`config.mk`:
```
export PLATFORM = sky130hd
export DESIGN_NAME = pipelined_barrel_rotator
export DESIGN_NICKNAME = d
export VERILOG_FILES = /design/src/rtl/pipelined_barrel_rotator.sv
export SDC_FILE = /design/constraint.sdc
export NUM_CORES = 1
export LEC_CHECK = 0
export CORE_MARGIN = 2
export CORE_UTILIZATION = 55
export DETAILED_ROUTE_END_ITERATION = 10
export GPL_TIMING_DRIVEN = 1
export MAX_ROUTING_LAYER = met4
export PLACE_DENSITY = 0.78
export SYNTH_ARGS = -nofsm -noshare
export SYNTH_HDL_FRONTEND = slang
export SYNTH_SLANG_ARGS = --single-unit
```
`constraint.sdc`:
```
create_clock -name clk -period 5.25 [get_ports clk]
set_input_delay 1.05 -clock clk [delete_from_list [all_inputs] [get_ports clk]]
set_output_delay 1.05 -clock clk [all_outputs]
set_load 0.01 [all_outputs]
```
`src/rtl/pipelined_barrel_rotator.sv`:
```
// pipelined_barrel_rotator: log-depth rotate/shift pipeline with valid/ready flow control.
// One registered stage per rotation bit; bubbles collapse and stalls back-pressure.
//
// Ports:
//   clk, reset_n              clock, synchronous active-low reset
//   in_valid, in_ready        input handshake
//   data_in                   operand, zero-extended to OUTPUTWIDTH
//   rotation                  move amount in steps of SHIFTBITS_PER_STEP bits
//   dir_left                  0 = right, 1 = left
//   shift_mode                0 = rotate, 1 = logical shift
//   out_valid, out_ready      output handshake
//   data_out                  registered result of the last stage
module pipelined_barrel_rotator #(
  parameter int INPUTWIDTH = 32,
  parameter int OUTPUTWIDTH = 64,
  parameter int SHIFTBITS_PER_STEP = 8,
  localparam int NUM_STEPS = OUTPUTWIDTH / SHIFTBITS_PER_STEP,
  localparam int ROT_BITS = (NUM_STEPS > 1) ? $clog2(NUM_STEPS) : 1
) (
  input  logic                   clk,
  input  logic                   reset_n,
  input  logic                   in_valid,
  output logic                   in_ready,
  input  logic [INPUTWIDTH-1:0]  data_in,
  input  logic [ROT_BITS-1:0]    rotation,
  input  logic                   dir_left,
  input  logic                   shift_mode,
  output logic                   out_valid,
  input  logic                   out_ready,
  output logic [OUTPUTWIDTH-1:0] data_out
);

  localparam int OW = OUTPUTWIDTH;
  localparam int LAST = ROT_BITS - 1;

  if ((OUTPUTWIDTH % SHIFTBITS_PER_STEP) != 0 ||
      INPUTWIDTH > OUTPUTWIDTH ||
      NUM_STEPS < 1 ||
      (NUM_STEPS & (NUM_STEPS - 1)) != 0) begin : g_bad_params
    $error("pipelined_barrel_rotator: illegal parameter set");
  end

  logic [ROT_BITS-1:0]               v_q;
  logic [ROT_BITS-1:0]               adv;
  logic [ROT_BITS-1:0]               nxt_v;
  logic [OW-1:0]                     data_q   [ROT_BITS];
  logic [OW-1:0]                     nxt_data [ROT_BITS];
  logic [ROT_BITS-1:0][ROT_BITS-1:0] rot_q;
  logic [ROT_BITS-1:0][ROT_BITS-1:0] nxt_rot;
  logic [ROT_BITS-1:0]               dir_q;
  logic [ROT_BITS-1:0]               nxt_dir;
  logic [ROT_BITS-1:0]               mode_q;
  logic [ROT_BITS-1:0]               nxt_mode;
  logic [OW-1:0]                     zext;
  logic                              unused_meta;

  // Stage k moves by 2^k steps when its rotation bit is set.
  // A single-step field can only be moved by the full width, which
  // is meaningless, so rotation is ignored in that case.
  function automatic logic [OW-1:0] move(
    input logic [OW-1:0]       d,
    input int                  k,
    input logic [ROT_BITS-1:0] r,
    input logic                left,
    input logic                shf
  );
    int            amt;
    logic [OW-1:0] res;
    amt = (1 << k) * SHIFTBITS_PER_STEP;
    res = d;
    if (r[k] && (NUM_STEPS > 1)) begin
      if (left) begin
        res = d << amt;
        if (!shf) res = res | (d >> (OW - amt));
      end else begin
        res = d >> amt;
        if (!shf) res = res | (d << (OW - amt));
      end
    end
    return res;
  endfunction

  always_comb begin
    zext = '0;
    zext[INPUTWIDTH-1:0] = data_in;
  end

  // A stage advances when any stage from itself to the end is empty,
  // or the consumer takes the result; this is the unrolled ready chain.
  always_comb begin
    logic full;
    adv = '0;
    for (int k = 0; k < ROT_BITS; k++) begin
      full = 1'b1;
      for (int j = k; j < ROT_BITS; j++) full = full & v_q[j];
      adv[k] = out_ready | ~full;
    end
  end

  always_comb begin
    nxt_v       = '0;
    nxt_rot     = '0;
    nxt_dir     = '0;
    nxt_mode    = '0;
    nxt_v[0]    = in_valid;
    nxt_rot[0]  = rotation;
    nxt_dir[0]  = dir_left;
    nxt_mode[0] = shift_mode;
    nxt_data[0] = move(zext, 0, rotation, dir_left, shift_mode);
    for (int k = 1; k < ROT_BITS; k++) begin
      nxt_v[k]    = v_q[k-1];
      nxt_rot[k]  = rot_q[k-1];
      nxt_dir[k]  = dir_q[k-1];
      nxt_mode[k] = mode_q[k-1];
      nxt_data[k] = move(data_q[k-1], k, rot_q[k-1],
                         dir_q[k-1], mode_q[k-1]);
    end
  end

  always_ff @(posedge clk) begin
    if (!reset_n) begin
      v_q    <= '0;
      rot_q  <= '0;
      dir_q  <= '0;
      mode_q <= '0;
      for (int k = 0; k < ROT_BITS; k++) data_q[k] <= '0;
    end else begin
      for (int k = 0; k < ROT_BITS; k++) begin
        if (adv[k]) begin
          v_q[k]    <= nxt_v[k];
          data_q[k] <= nxt_data[k];
          rot_q[k]  <= nxt_rot[k];
          dir_q[k]  <= nxt_dir[k];
          mode_q[k] <= nxt_mode[k];
        end
      end
    end
  end

  assign in_ready  = reset_n & adv[0];
  assign out_valid = v_q[LAST];
  assign data_out  = data_q[LAST];

  // Last-stage control fields travel with the data but have no consumer.
  assign unused_meta = ^{rot_q, dir_q, mode_q};

endmodule

```
Word level (Yosys, flattened, before mapping)
Memory sizes are Yosys's and may differ from the RTL's.
Cells that the tools add are included.
Widths: inputs -> output; s select.
{"block": "classes", "bitwise": 17, "n_mux": 24}
{"op": "$mux 64", "n": 14}
{"op": "$or 24x64->64", "n": 1}
{"op": "$or 32x64->64", "n": 1}
{"op": "$or 48x64->64", "n": 1}
{"op": "$or 64x16->64", "n": 1}
{"op": "$mux 1", "n": 10}
{"op": "$or 1x1->1", "n": 6}
{"op": "$and 1x1->1", "n": 4}
{"op": "$not 1->1", "n": 3}
{"block": "totals", "memories": 1, "inputBits": 41, "mem_bits_rw": 192, "word_cells": 51, "ff_bits": 13}
{"name": "data_q", "depth": 3, "word_bits": 64, "rd": 3, "rd_clocked_by_memory_dff": 0, "write_ports": 3, "line": "46", "source": "logic [OW-1:0] data_q [ROT_BITS];"}

Depth between registers and ports, before layout
{"block": "logic_depth", "word_depth": 8, "ltp_mapped": 6}

Least setup slack after synthesis
No wires, ideal clock.
{"block": "synth_timing", "path_type": "in2reg", "startpoint": "input reset_n", "endpoint": "memory data_q[0][128] in the netlist's numbering, enable pin", "arrival_time_ns": 2.623, "path_buffers": 2, "path_slack_ns": 1.934, "cell_stages": 3, "cell_sequence": "buf_2 -> buf_1 -> nand2_1"}
{"element": "from (decl)", "line": "21", "source": "input logic reset_n,"}
{"element": "to (decl)", "line": "46"}

Worst setup path after layout
{"block": "layout_timing", "startpoint": "input out_ready", "endpoint": "output in_ready"}
{"block": "layout_between", "elab_chain_len": 2}
{"element": "from (decl)", "line": "29", "source": "input logic out_ready,"}
{"element": "$or 1x1->1", "line": "96", "source": "adv[k] = out_ready | ~full;"}
{"element": "$and 1x1->1", "line": "140", "source": "assign in_ready = reset_n & adv[0];"}
{"element": "to (decl)", "line": "23", "source": "output logic in_ready,"}
No other way between the ends.

==> impl_metrics.py <==
metrics = {
    "cells_and_area": {
        "syn_to_final_growth_pct": 12.86,
        "antenna_cells": 0,
        "fin_util_pct": 63.32,
        "fill_cells": 1297,
        "stdcell_area_sq_um": 10500,
        "drive_gt1_share_pct": 5.678,
        "seq_area_sq_um": 5488,
        "layout.nets": 891,
        "multi_input_area_sq_um": 2984,
    },
    "timing": {
        "min_period_ns": 4.102,
        "slew_viol_final": 0,
        "finalCritPeriodShare_pct": 78.14,
        "fmax_mhz": 243.8,
        "hold_viol_final": 0,
        "setup_tns_ns": 0,
        "setup_viol": 0,
        "max_slew_margin_pct": 26.51,
        "final.setup_skew_ns": 0.01318,
        "rsz0062_at_grt": "false",
        "worst_slew_pin_slew_ns": 1.098,
        "finalHoldWorstSlack_ns": 0.4713,
    },
    "worst_setup_path": {
        "cp-start-kind": "input port",
        "cp_common_cell": "clkdlybuf4s50_1",
        "worst-path-stages": 5,
        "rr_worst_depth": 4,
        "slowest_delay_ns": 0.54,
        "worst-setup-path-type": "in2out",
        "reg2reg_from": "v_q[2]",
        "slowest_stage": "clkdlybuf4s50_1",
        "cp_max_fo": 48,
        "crit_arrival_ns": 3.05,
        "crit_family": "buffers and inverters",
        "end_kind": "output pin",
        "crit_path_start": "out_ready",
        "endpoint": "in_ready",
        "critPathBufInv": 3,
        "r2r_end": "data_q[0][76]",
        "regToRegSetupSlack_ns": 2.80,
        "crit_chain": "clkdlybuf4s50_1 -> nand4b_4 -> nand2_4 -> inv_1 -> clkdlybuf4s50_1",
        "required_ns": 4.20,
    },
    "drt": {
        "vias": 5992,
        "route.antenna.remaining_nets": 0,
        "drc": 0,
        "avgViaCountPerCell": 5.533,
        "first_pass_iters": 8,
        "routed_wl_um": 18140,
        "first_iter_violations": 619,
        "wl_per_cell_um": 16.75,
    },
    "place": {
        "io_buffers": 106,
        "place_area_sq_um": 9894,
        "gp_congestion": 0.8852,
        "hpwl_um": 12300,
    },
    "grt": {
        "grt_pass1_vias": 5413,
        "grt-ovfl-total": 0,
        "antenna_found_initial": 0,
        "grt_max_degree": 99,
        "grt_usage_pct": 21.44,
        "grt_pass1_wl_um": 28780,
    },
    "logic_synthesis": {
        "netlist_area_sq_um": 9304,
        "synth_nets": 881,
        "ys_seq_elements": 186,
        "synthFlopType": "edfxtp_1",
        "synth-edff-count": 176,
        "syn_area_per_cell_sq_um": 11.08,
        "async_flop_share_pct": 0,
        "synth_cell_type_count": 30,
        "ys_seq_area_share_pct": 58.96,
        "synthCells": 840,
        "yosys_warnings": 0,
    },
    "die": {
        "io_pins": 107,
        "rows": 47,
        "die_w_um": 134.1,
        "dieHeight_um": 134.1,
        "die_area_sq_um": 17970,
        "coreArea_sq_um": 16580,
        "initial_core_util_pct": 56.10,
    },
    "clock_network": {
        "cts_buffer_depth": 2,
        "hold_buffers": 0,
        "ctsResizeCount": 0,
        "cts_tree": "done",
        "root_buffer": "clkbuf_16",
        "clk_pin_slew_ns": 0.06,
        "cts_buffers": 17,
        "cts.sinks": 186,
        "clkLatencyLatePin_ns": 0.43,
        "post_cts_buffers": 0,
        "htreeDepth": 4,
    },
    "power": {
        "p_leak_nw": 3.944,
        "p_per_area_nw_per_um2": 313.4,
        "ir_worst_vdd_mv": 0.3026,
        "totalPowerFinal_mw": 3.290,
    },
    "outcome": {
        "status": "finished clean",
    },
    "flow_run": {
        "maxCapViolations": 0,
    },
    "min_path": {
        "hp-class": "reg2reg",
    },
}
where the power goes:
| part | internal (mW) | switching [mW] |
|---|---|---|
| registers | 1.68 | 0.0360 |
| clock network | 0.787 | 0.514 |
| logic | 0.125 | 0.151 |
| total | 2.59 | 0.701 |
flip-flops by register name, summed over array words and instances, names as in the netlist:
| signal | count |
|---|---|
| v_q | 3 |
| nxt_rot | 3 |
| data_q | 176 |
| dir_q | 2 |
| mode_q | 2 |
cells by family after synthesis:
family	count (synthesis)	synth area share [%]
and+or+nand+nor	325	18.13
buffers and inverters	127	9.104
DFF	186	58.96
AOI/OAI and AO/OA	170	10.37
muxes	32	3.443
synthesized netlist by cell type (all sizes together), types with 2 or more instances:
library cell,count,area [sq um]
mux2i,32,320.3
nor2b,84,525.5
edfxtp,176,5285
nand2,8,32.54
dfxtp,10,200.2
nand2b,41,256.5
nor2,121,456.7
a22oi,8,60.06
o21ai,6,30.03
and3,8,50.05
a211oi,32,240.2
clkbuf,14,56.30
and4b,2,20.02
a21oi,120,600.6
o21a,3,22.52
buf,112,787.0
and2,10,62.56
nand3,49,250.2
cells in the final DEF (no fill, tap or decap), drive strengths merged, types with 17 or more instances in the layout:
cell type        n
nand3           49
nor2b           84
mux2i           32
a21oi          120
a211oi          32
clkdlybuf4s50  106
edfxtp         176
nand2b          41
clkbuf          17
nor2           121
layer usage:
layer	wire, um	track usage [%]	up-vias	share of wire (%)
li1	-	-	2927	-
met1	8274	30.24	2788	46
met2	8292	30.91	246	46
met3	1209	4.837	31	6.7
met4	365	7.544	0	2.0
met5	0	-	-	0
per-stage QoR:
stage / worst slack, ns / std cells
after floorplan: 1.934 / 840
after global placement: 1.230 / 1051
after detailed placement: 1.178 / 1051
after CTS: 1.174 / 1083
after global routing: 1.012 / 1083
final: 1.148 / 1083
area by class of cell:
| type | count | area share (%) |
|---|---|---|
| timing repair buffer | 117 | 10.89 |
| inverter | 1 | 0.03575 |
| clock inverter | 15 | 1.716 |
| sequential | 186 | 52.26 |
| tap | 220 | 2.622 |
| clock buffer | 17 | 4.051 |
| multi-input combinational | 527 | 28.42 |
worst reg2reg max path, stage by stage (launching register included):
cell and delay [ns]:
dfxtp_1 0.43, nand4b_4 0.22, nand2_4 0.46, buf_4 0.84, a211oi_1 0.20
how the worst min path moves through the flow:
stage,end,slack (ns),startpoint,cells past startpoint
2_1_floorplan,nxt_rot[5],0.44,nxt_rot[5],2
3_3_place_gp,nxt_rot[8],0.44,nxt_rot[5],2
3_5_place_dp,nxt_rot[8],0.46,nxt_rot[5],2
4_1_cts,nxt_rot[8],0.47,nxt_rot[5],2
5_1_grt,nxt_rot[4],0.50,nxt_rot[4],2
6_report,nxt_rot[8],0.47,nxt_rot[5],2
No activity file was read; power rests on OpenSTA's default activity.
